==> src/rtl/ccc_phase_ctrl.sv <==
// Phase-shift sequencer for a CCC PLL. It power-cycles the PLL until lock,
// then accepts phase-shift requests. Each step is one PHASE_ROTATE pulse on
// the selected outputs, and the sequence ends with a LOAD_PHASE_N strobe.
// A lock loss or a restart aborts any request in flight.
module ccc_phase_ctrl #(
  parameter int PWRDN_CYCLES   = 16,
  parameter int LOCK_TIMEOUT   = 4095,
  parameter int ROT_HI_CYCLES  = 2,
  parameter int ROT_GAP_CYCLES = 4
) (
  input  logic       CLK,
  input  logic       RESET,
  input  logic       PLL_LOCK,
  input  logic       PLL_RESTART,
  input  logic       REQ_VALID,
  output logic       REQ_READY,
  input  logic [2:0] REQ_SEL,
  input  logic       REQ_DIR,
  input  logic [7:0] REQ_STEPS,
  output logic       PHASE_OUT0_SEL,
  output logic       PHASE_OUT2_SEL,
  output logic       PHASE_OUT3_SEL,
  output logic       PHASE_DIRECTION,
  output logic       PHASE_ROTATE,
  output logic       LOAD_PHASE_N,
  output logic       PLL_POWERDOWN_N,
  output logic       LOCKED,
  output logic       BUSY,
  output logic       DONE,
  output logic       ERR_LOCK_LOST,
  output logic [7:0] STEPS_LEFT
);

  localparam int MAX_A   = (PWRDN_CYCLES > LOCK_TIMEOUT) ? PWRDN_CYCLES : LOCK_TIMEOUT;
  localparam int MAX_B   = (ROT_HI_CYCLES > ROT_GAP_CYCLES) ? ROT_HI_CYCLES : ROT_GAP_CYCLES;
  localparam int CNT_MAX = (MAX_A > MAX_B) ? MAX_A : MAX_B;
  localparam int CNT_W   = $clog2(CNT_MAX + 1);

  localparam logic [CNT_W-1:0] PWRDN_LAST   = CNT_W'(PWRDN_CYCLES - 1);
  localparam logic [CNT_W-1:0] TIMEOUT_LAST = CNT_W'(LOCK_TIMEOUT);
  localparam logic [CNT_W-1:0] HI_LAST      = CNT_W'(ROT_HI_CYCLES - 1);
  localparam logic [CNT_W-1:0] GAP_LAST     = CNT_W'(ROT_GAP_CYCLES - 1);

  typedef enum logic [2:0] {
    PWRDN, WAIT_LOCK, IDLE, SETUP, ROT_HI, ROT_GAP, LOAD, FINISH
  } state_t;

  state_t           state;
  state_t           state_nxt;
  logic [CNT_W-1:0] cnt;
  logic [7:0]       steps_left;
  logic [2:0]       sel_q;
  logic             dir_q;
  logic             err;
  logic             lock_p0;
  logic             lock_p1;
  logic             lock_s;
  logic             lock_lost;
  logic             accept;
  logic             drive_sel;

  assign lock_s = lock_p1;

  // Lock synchronizer; held clear while the PLL is powered down so a stale
  // lock from before the power cycle can never be taken as a fresh one.
  always_ff @(posedge CLK) begin
    if (RESET || state == PWRDN) begin
      lock_p0 <= 1'b0;
      lock_p1 <= 1'b0;
    end else begin
      lock_p0 <= PLL_LOCK;
      lock_p1 <= lock_p0;
    end
  end

  // Event decode shared by the state register and the request registers.
  always_comb begin
    lock_lost = ~lock_s && (state inside {IDLE, SETUP, ROT_HI, ROT_GAP, LOAD});
    accept    = REQ_VALID && REQ_READY;
  end

  // State register and dwell counter; the counter restarts on every state change.
  always_ff @(posedge CLK) begin
    if (RESET) begin
      state <= PWRDN;
      cnt   <= '0;
    end else begin
      state <= state_nxt;
      if (PLL_RESTART || state_nxt != state) begin
        cnt <= '0;
      end else if (state inside {PWRDN, WAIT_LOCK, ROT_HI, ROT_GAP}) begin
        cnt <= cnt + CNT_W'(1);
      end
    end
  end

  // Next-state logic: restart beats lock loss, which beats the normal flow.
  always_comb begin
    state_nxt = state;
    if (PLL_RESTART) begin
      state_nxt = PWRDN;
    end else if (lock_lost) begin
      state_nxt = WAIT_LOCK;
    end else begin
      case (state)
        PWRDN:     if (cnt == PWRDN_LAST) state_nxt = WAIT_LOCK;
        WAIT_LOCK: begin
          if (lock_s)                    state_nxt = IDLE;
          else if (cnt == TIMEOUT_LAST)  state_nxt = PWRDN;
        end
        IDLE: begin
          if (accept) begin
            state_nxt = (REQ_STEPS == 8'd0 || REQ_SEL == 3'd0) ? FINISH : SETUP;
          end
        end
        SETUP:     state_nxt = ROT_HI;
        ROT_HI:    if (cnt == HI_LAST) state_nxt = ROT_GAP;
        ROT_GAP: begin
          if (cnt == GAP_LAST) state_nxt = (steps_left == 8'd0) ? LOAD : ROT_HI;
        end
        LOAD:      state_nxt = FINISH;
        FINISH:    state_nxt = IDLE;
        default:   state_nxt = PWRDN;
      endcase
    end
  end

  // Captured request, remaining-step count and the sticky lock-loss flag.
  always_ff @(posedge CLK) begin
    if (RESET) begin
      steps_left <= 8'd0;
      sel_q      <= 3'd0;
      dir_q      <= 1'b0;
      err        <= 1'b0;
    end else begin
      if (PLL_RESTART || lock_lost) begin
        steps_left <= 8'd0;
      end else if (accept) begin
        steps_left <= (REQ_SEL == 3'd0) ? 8'd0 : REQ_STEPS;
      end else if (state == ROT_HI && cnt == HI_LAST) begin
        steps_left <= steps_left - 8'd1;
      end
      if (accept) begin
        sel_q <= REQ_SEL;
        dir_q <= REQ_DIR;
      end
      if (!PLL_RESTART) begin
        if (lock_lost)   err <= 1'b1;
        else if (accept) err <= 1'b0;
      end
    end
  end

  // Output decode; strobes are gated so an aborting cycle never emits them.
  always_comb begin
    drive_sel       = state inside {SETUP, ROT_HI, ROT_GAP, LOAD};
    PHASE_OUT0_SEL  = drive_sel & sel_q[0];
    PHASE_OUT2_SEL  = drive_sel & sel_q[1];
    PHASE_OUT3_SEL  = drive_sel & sel_q[2];
    PHASE_DIRECTION = drive_sel & dir_q;
    PHASE_ROTATE    = (state == ROT_HI);
    LOAD_PHASE_N    = ~((state == LOAD) & lock_s & ~PLL_RESTART);
    PLL_POWERDOWN_N = (state != PWRDN);
    REQ_READY       = (state == IDLE) & lock_s & ~PLL_RESTART;
    LOCKED          = lock_s & (state != PWRDN) & (state != WAIT_LOCK);
    BUSY            = state inside {SETUP, ROT_HI, ROT_GAP, LOAD, FINISH};
    DONE            = (state == FINISH) & ~PLL_RESTART;
    ERR_LOCK_LOST   = err;
    STEPS_LEFT      = steps_left;
  end

endmodule

==> config.mk <==
export PLATFORM = sky130hd
export DESIGN_NAME = ccc_phase_ctrl
export DESIGN_NICKNAME = d
export VERILOG_FILES = /design/src/rtl/ccc_phase_ctrl.sv
export SDC_FILE = /design/constraint.sdc
export NUM_CORES = 1
export LEC_CHECK = 0
export CELL_PAD_IN_SITES_DETAIL_PLACEMENT = 0
export CELL_PAD_IN_SITES_GLOBAL_PLACEMENT = 2
export CORE_MARGIN = 5
export CORE_UTILIZATION = 27
export DETAILED_ROUTE_END_ITERATION = 8
export PLACE_DENSITY_LB_ADDON = 0.1
export SLEW_MARGIN = 20
export SYNTH_ARGS = -nofsm -noshare
export SYNTH_HDL_FRONTEND = slang
export SYNTH_SLANG_ARGS = --single-unit
==> constraint.sdc <==
create_clock -name CLK -period 2.9 [get_ports CLK]
set_input_delay 0.87 -clock CLK [delete_from_list [all_inputs] [get_ports CLK]]
set_output_delay 0.87 -clock CLK [all_outputs]
set_load 0.01 [all_outputs]
==> impl_results.md, run 1 <==
* Ys Warns at 0
* Hold path depth at 1
* Overflow after GRT at 0
* Primary FF master, synth: dfxtp_1
* Synth Area in Compound Gates at 0.126
* Endpoints failing hold at 0
* Share of power burned in registers at 0.504
* FF-to-FF setup slack at 780 ps
* Comb pwr share at 0.058
* Worst reg2reg path depth at 7
* Delay of the slowest critical-path stage at 540 ps
* Die area at 8190 sq um
* CP Data Required Time at 2030 ps
* Vias in the first global route at 1683
* Sw Pwr at 192 uW
* DP HPWL at 3.63 mm
* CTS tree: done
* Final hold slack at 428 ps
* Hold_sp: lock_p0$_SDFF_PP0_
* Routability congestion estimate from global placement at 0.736
* Syn Area/Cell at 8.21 sq um
* Worst-path cell chain: nand2_1 -> xnor2_1 -> buf_4 -> nor2b_1 -> clkdlybuf4s50_1
* Register Area at 602 sq um
* Reg clk slew, reported paths at 70 ps
* Multi-input logic area at 1060 sq um
* Placed cell area at 2260 sq um
* Gr usage total at 0.122
* Die Width at 90.5 um
* Crit share post-route at 0.941
* DRC errors left at 0
* Drt initial violations at 59
* Largest net degree at the start of global routing at 18
* Maximum VDD drop at 0.148 mV
* Post-synthesis mux area share at 0.0229
* Design area at 2360 sq um
* CTS max path bufs at 2
* Switching share of total power at 0.233
* Synth Area in Adders at 0.0286
* Share of cells above drive strength 1 at 0.141
* Cell Pwr Density at 349 nW/um^2
* Filler instances at 687
* Synth Register Bits at 30
* Seq/Total Area, Yosys at 0.343
* Setup bufs post-CTS at 0
* Routed len/inst at 14.1 um
* Tmin final at 2730 ps
* CTS sink cnt at 30
* Clock power share at 0.438
* Number of distinct library cells after synthesis at 49
* 1st-pass router iterations at 4
* Cts-stage hold buffer count at 0
* Xor/xnor share of the synthesized area at 0.0951
* Buf/Inv on CP at 2
* Pleak at 0.000833 uW
* P_int at 632 uW
* Post-synth EDFFs at 0
* CP endpoint kind: output pin
* Via/cell ratio at 4.81
* Die Ht at 90.5 um
* ANT cells at 0
* Clk_lat worst skew at 290 ps
* Reg2reg end: cnt[4]$_SDFFE_PP0P_
* Largest family of logic cells by synthesized area: simple AND/OR/NAND/NOR gates
* Max Cap Viol at 0
* Hold WC Path Type: reg -> reg
* Type of origin of the critical path: flip-flop
* Vias after detailed routing at 1630
* Syn Std Cell Area at 1750 sq um
* Site Rows at 29
* Status: finished, final reports clean
* Clock skew at 11.2 ps
* R2r startpoint: state[1]$_SDFF_PP0_
* Syn Inst Count at 213
* First-pass GRT wire length at 8.25 mm
* Worst-margin pin slew at 483 ps
* RSZ-0062 raised after global routing: no
* Initial antenna violation count at 0
* Htree depth at 2
* Worst slew margin at 0.675
* Post-synth ARST share at 0
* Worst EP arrival at 1860 ps
* Slowest cell on the critical path: dfxtp_1
* Syn nets at 234
* Nets at 282
* DRT Wirelength at 4.78 mm
* Synth Area in Simple Gates at 0.331
* Min-Delay Endpoint: lock_p1$_SDFF_PP0_
* Antenna Nets Post-Route at 0
* Boundary Pins at 37
* Starting density of the core at 0.277
* Fmax achieved at 366 MHz
* Crit Path Max Fanout at 11
* CP Class: reg -> out
* Number of buffers created by CTS at 5
* CP delay by family, top: buffers and inverters
* Core area at 6310 sq um
* I/O Buffers at 36
* Synthesis-to-layout area growth at 35.1%
* Fin. max-slew vios at 0
* CTS Root Cell: clkbuf_8
* Final setup fails at 0
## layout by cell type (no fill, tap or decap), types with 4 or more instances in the layout
cell type and count:
a21oi_1 11, buf_4 15, clkbuf_8 6, clkdlybuf4s50_1 34, dfxtp_1 29, ha_1 4, inv_1 10, mux2i_1 4
nand2_1 17, nand3_1 5, nand4_1 7, nor2_1 31, nor2b_1 5, nor3_1 5, nor4_1 5, or3_1 4
xnor2_1 9, xor2_1 10
## timing repair
item,4_1_cts,5_1_grt
gates resized for setup,2,4
pin swaps,0,0
cloned,0,0
endpoints found under the setup margin,3,5
## worst register-to-register path: stages, from the launching register on
cell,delay [ps]
dfxtp_1,390
buf_4,230
or4bb_1,490
nor4_1,240
o32ai_1,190
o2111ai_2,190
buf_4,220
nor2_1,60
## power by group through the flow
stage	combinational [uW]	sequential, uW	clock, uW
4_1_cts	48.7	415	378
2_1_floorplan	16.1	424	0
5_1_grt	52.6	415	391
3_5_place_dp	48.4	424	0
6_report	47.8	415	361
3_3_place_gp	49.3	424	0
## synthesized netlist by cell type (2+ instances only)
| cell type | n | area [sq um] |
|---|---|---|
| ha_1 | 4 | 50.1 |
| or4_4 | 2 | 22.5 |
| xor2_1 | 10 | 87.6 |
| or2_2 | 3 | 18.8 |
| nand2b_1 | 2 | 12.5 |
| inv_1 | 10 | 37.5 |
| nor3b_1 | 3 | 22.5 |
| nor2_1 | 31 | 116 |
| nand3_1 | 5 | 25.0 |
| dfxtp_1 | 30 | 601 |
| nand4_1 | 7 | 43.8 |
| nor3_1 | 6 | 30.0 |
| a21oi_1 | 11 | 55.1 |
| nor2b_1 | 5 | 31.3 |
| or3_1 | 4 | 25.0 |
| nand3b_1 | 3 | 22.5 |
| and2_1 | 2 | 12.5 |
| o21ai_0 | 3 | 15.0 |
| clkbuf_1 | 4 | 15.0 |
| xnor2_1 | 9 | 78.8 |
| nand2_1 | 17 | 63.8 |
| mux2i_1 | 4 | 40.0 |
| buf_6 | 2 | 22.5 |
| o21ai_1 | 3 | 15.0 |
| o211ai_1 | 3 | 22.5 |
| buf_1 | 2 | 7.51 |
| nor4_1 | 5 | 31.3 |
| or4bb_1 | 2 | 22.5 |
## sequential cells by signal (all words and copies together), names as in the netlist
name           count
lock_p1            1
STEPS_LEFT         8
dir_q              1
lock_p0            1
ERR_LOCK_LOST      1
state              3
cnt               12
sel_q              3
## metrics by stage
| step | setup TNS (ps) | power, uW | setup slack [ps] | util | std cells |
|---|---|---|---|---|---|
| floorplan | 0 | 440 | 750 | - | 213 |
| global placement | -654 | 473 | -281 | 0.359 | 331 |
| detailed placement | -695 | 473 | -291 | 0.359 | 331 |
| CTS | 0 | 842 | 12.9 | 0.374 | 339 |
| global route | 0 | 859 | 8.18 | 0.374 | 339 |
| finish | 0 | 823 | 170 | 0.374 | 339 |
## worst max path at each step
stage	from	end	cells past startpoint
floorplan	state[1]$_SDFF_PP0_	DONE	3
global placement	PLL_RESTART	REQ_READY	3
detailed placement	PLL_RESTART	REQ_READY	3
CTS	PLL_RESTART	LOAD_PHASE_N	4
global route	state[0]$_SDFF_PP0_	PHASE_OUT2_SEL	5
finish	state[0]$_SDFF_PP0_	PHASE_OUT0_SEL	5
## layout make-up
type,count,area share
clock inverter,2,0.00530
inverter,10,0.0159
tap,77,0.0408
timing repair buffer,51,0.199
clock buffer,6,0.0350
multi-input combinational,163,0.449
sequential,30,0.255
## kinds of logic after synthesis
logic type	Yosys count
fa+ha+maj	4
mux	4
flops	30
simple gates	104
compound gates	32
xor+xnor	19
buf+inv	20
## metal layers
layer / part of all wire / global-route usage / routed length [um]
met1: 0.49 / 0.160 / 2360
met2: 0.45 / 0.192 / 2140
met3: 0.040 / 0.0308 / 191
met5: 0 / 0 / 0
met4: 0.018 / 0.0447 / 87
No activity file was read; power rests on OpenSTA's default activity.
==> inputs of run 2 (changes only) <==
--- a/config.mk
+++ b/config.mk
@@ -5,12 +5,15 @@
 export SDC_FILE = /design/constraint.sdc
 export NUM_CORES = 1
 export LEC_CHECK = 0
+export ABC_AREA = 0
 export CELL_PAD_IN_SITES_DETAIL_PLACEMENT = 0
 export CELL_PAD_IN_SITES_GLOBAL_PLACEMENT = 2
 export CORE_MARGIN = 5
 export CORE_UTILIZATION = 27
+export CTS_BUF_LIST = sky130_fd_sc_hd__clkbuf_16
 export DETAILED_ROUTE_END_ITERATION = 8
 export PLACE_DENSITY_LB_ADDON = 0.1
+export RECOVER_POWER = 25
 export SLEW_MARGIN = 20
 export SYNTH_ARGS = -nofsm -noshare
 export SYNTH_HDL_FRONTEND = slang
==> run 2 against run 1 <==
Cell area grew 2.0%. Flip-flop and latch count is the same. First-iteration DRC count grew 27%. Total power grew 17%. Combinational power shrank 1%. Cell count is the same. Hold slack lost 3.6 ps. Clock-buffer cell count shrank 1. Setup slack lost 64 ps.
==> impl_results.md, run 2 (synthesized netlist as in run 1, its figures left out) <==
* Htree depth at 2
* CP Class: in -> out
* Cell Pwr Density at 401 nW/um^2
* I/O Buffers at 36
* Fin cells at 339
* Overflow after GRT at 0
* CP endpoint kind: output pin
* Tmin final at 2790 ps
* Worst slew margin at 0.651
* Number of buffers created by CTS at 5
* Most frequent cells in the layout: nor2_1, clkdlybuf4s50_1, dfxtp_1
* RSZ-0062 raised after global routing: no
* DRC errors left at 0
* Vias in the first global route at 1675
* 1st-pass router iterations at 6
* Largest net degree at the start of global routing at 18
* Endpoints failing hold at 0
* Initial antenna violation count at 0
* Clk_lat worst skew at 280 ps
* Utilization after layout at 0.381
* Status: finished, final reports clean
* CP delay by family, top: buffers and inverters
* Gr usage total at 0.122
* Antenna Nets Post-Route at 0
* Fmax achieved at 358 MHz
* Type of origin of the critical path: input port
* Crit Path Max Fanout at 5
* Routed len/inst at 14.2 um
* Synthesis-to-layout area growth at 37.7%
* Hold WC Path Type: reg -> reg
* Total placed cells including tap cells at 331
* Reg clk slew, reported paths at 50 ps
* Final setup fails at 0
* Pleak at 0.000846 uW
* Largest reg by FF count: cnt
* DP HPWL at 3.63 mm
* Delay of the slowest critical-path stage at 560 ps
* Core area at 6310 sq um
* Die Ht at 90.5 um
* Die Width at 90.5 um
* Vias after detailed routing at 1638
* Max reg flops at 12
* Slowest cell on the critical path: clkdlybuf4s50_1
* Final hold slack at 425 ps
* Maximum VDD drop at 0.205 mV
* Drt initial violations at 75
* CTS max path bufs at 2
* Share of cells above drive strength 1 at 0.122
* Starting density of the core at 0.277
* CTS Root Cell: clkbuf_16
* Setup bufs post-CTS at 0
* Site Rows at 29
* Fin. max-slew vios at 0
* Boundary Pins at 37
* Die area at 8190 sq um
* Buf/Inv on CP at 2
* Max Cap Viol at 0
* Via/cell ratio at 4.83
* DRT Wirelength at 4.80 mm
* Crit share post-route at 0.963
* Clock skew at 5.04 ps
* Worst EP arrival at 1920 ps
* ANT cells at 0
* CP Data Required Time at 2030 ps
* Filler instances at 684
* CTS sink cnt at 30
* CTS tree: done
* Nets at 282
* Routability congestion estimate from global placement at 0.736
* Worst-margin pin slew at 519 ps
* First-pass GRT wire length at 8.24 mm
* Worst-path cell chain: clkdlybuf4s15_1 -> nor3b_2 -> clkdlybuf4s50_1
==> run 2: cell types whose count changed in the layout (fill, tap and decap cells not counted), sizes merged <==
cell,previous run,this run
clkdlybuf4s15,0,1
clkbuf,7,9
dlymetal6s2s,1,2
clkinv,1,2
buf,15,11
clkdlybuf4s50,34,31
dlygate4sd3,0,2
==> run 2: stage by stage <==
stage               instance area [sq um]  setup TNS (ps)  power [uW]  setup slack (ps)
finish                               2410               0         966               107
global route                         2410               0        1000              8.50
CTS                                  2410               0         985              12.9
detailed placement                   2260            -695         473              -291
global placement                     2260            -654         473              -281
floorplan                            1750               0         440               750
==> run 2: area by class of cell <==
| class | instances | area, sq um | area share |
|---|---|---|---|
| Inverter | 10 | 37.5 | 0.0156 |
| Multi-Input combinational cell | 163 | 1070 | 0.443 |
| Clock buffer | 5 | 125 | 0.0519 |
| Sequential cell | 30 | 601 | 0.249 |
| Timing Repair Buffer | 51 | 467 | 0.194 |
| Clock inverter | 3 | 16.3 | 0.00675 |
| Tap cell | 77 | 96.3 | 0.0400 |
==> run 2: final timing paths <==
check	startpoint	end	slack, ps	depth (start not counted)
max	PLL_RESTART	DONE	110	3
min	lock_p0$_SDFF_PP0_	lock_p1$_SDFF_PP0_	420	1
max reg2reg	state[2]$_SDFF_PP0_	STEPS_LEFT[6]$_SDFFE_PP0P_	770	7
min reg2reg	lock_p0$_SDFF_PP0_	lock_p1$_SDFF_PP0_	420	1
==> run 2: power breakdown <==
group,internal (uW),leakage [uW],switching [uW]
Clock,313,0.0000672,191
Sequential,414,0.000242,1.57
Combinational,27.5,0.000537,19.8
==> run 2: per-layer routing <==
metal  part of all wire  track usage  vias to the layer above
li1                   -            -                      839
met1               0.49        0.159                      758
met2               0.45        0.193                       33
met3              0.043       0.0308                        8
met4              0.020       0.0484                        0
met5                  0            0                        -
==> run 2: repair_timing <==
action | CTS | global route
endpoints found under the setup margin | 3 | 3
cloned | 0 | 0
hold buffers | 0 | 0
gates resized for setup | 2 | 4
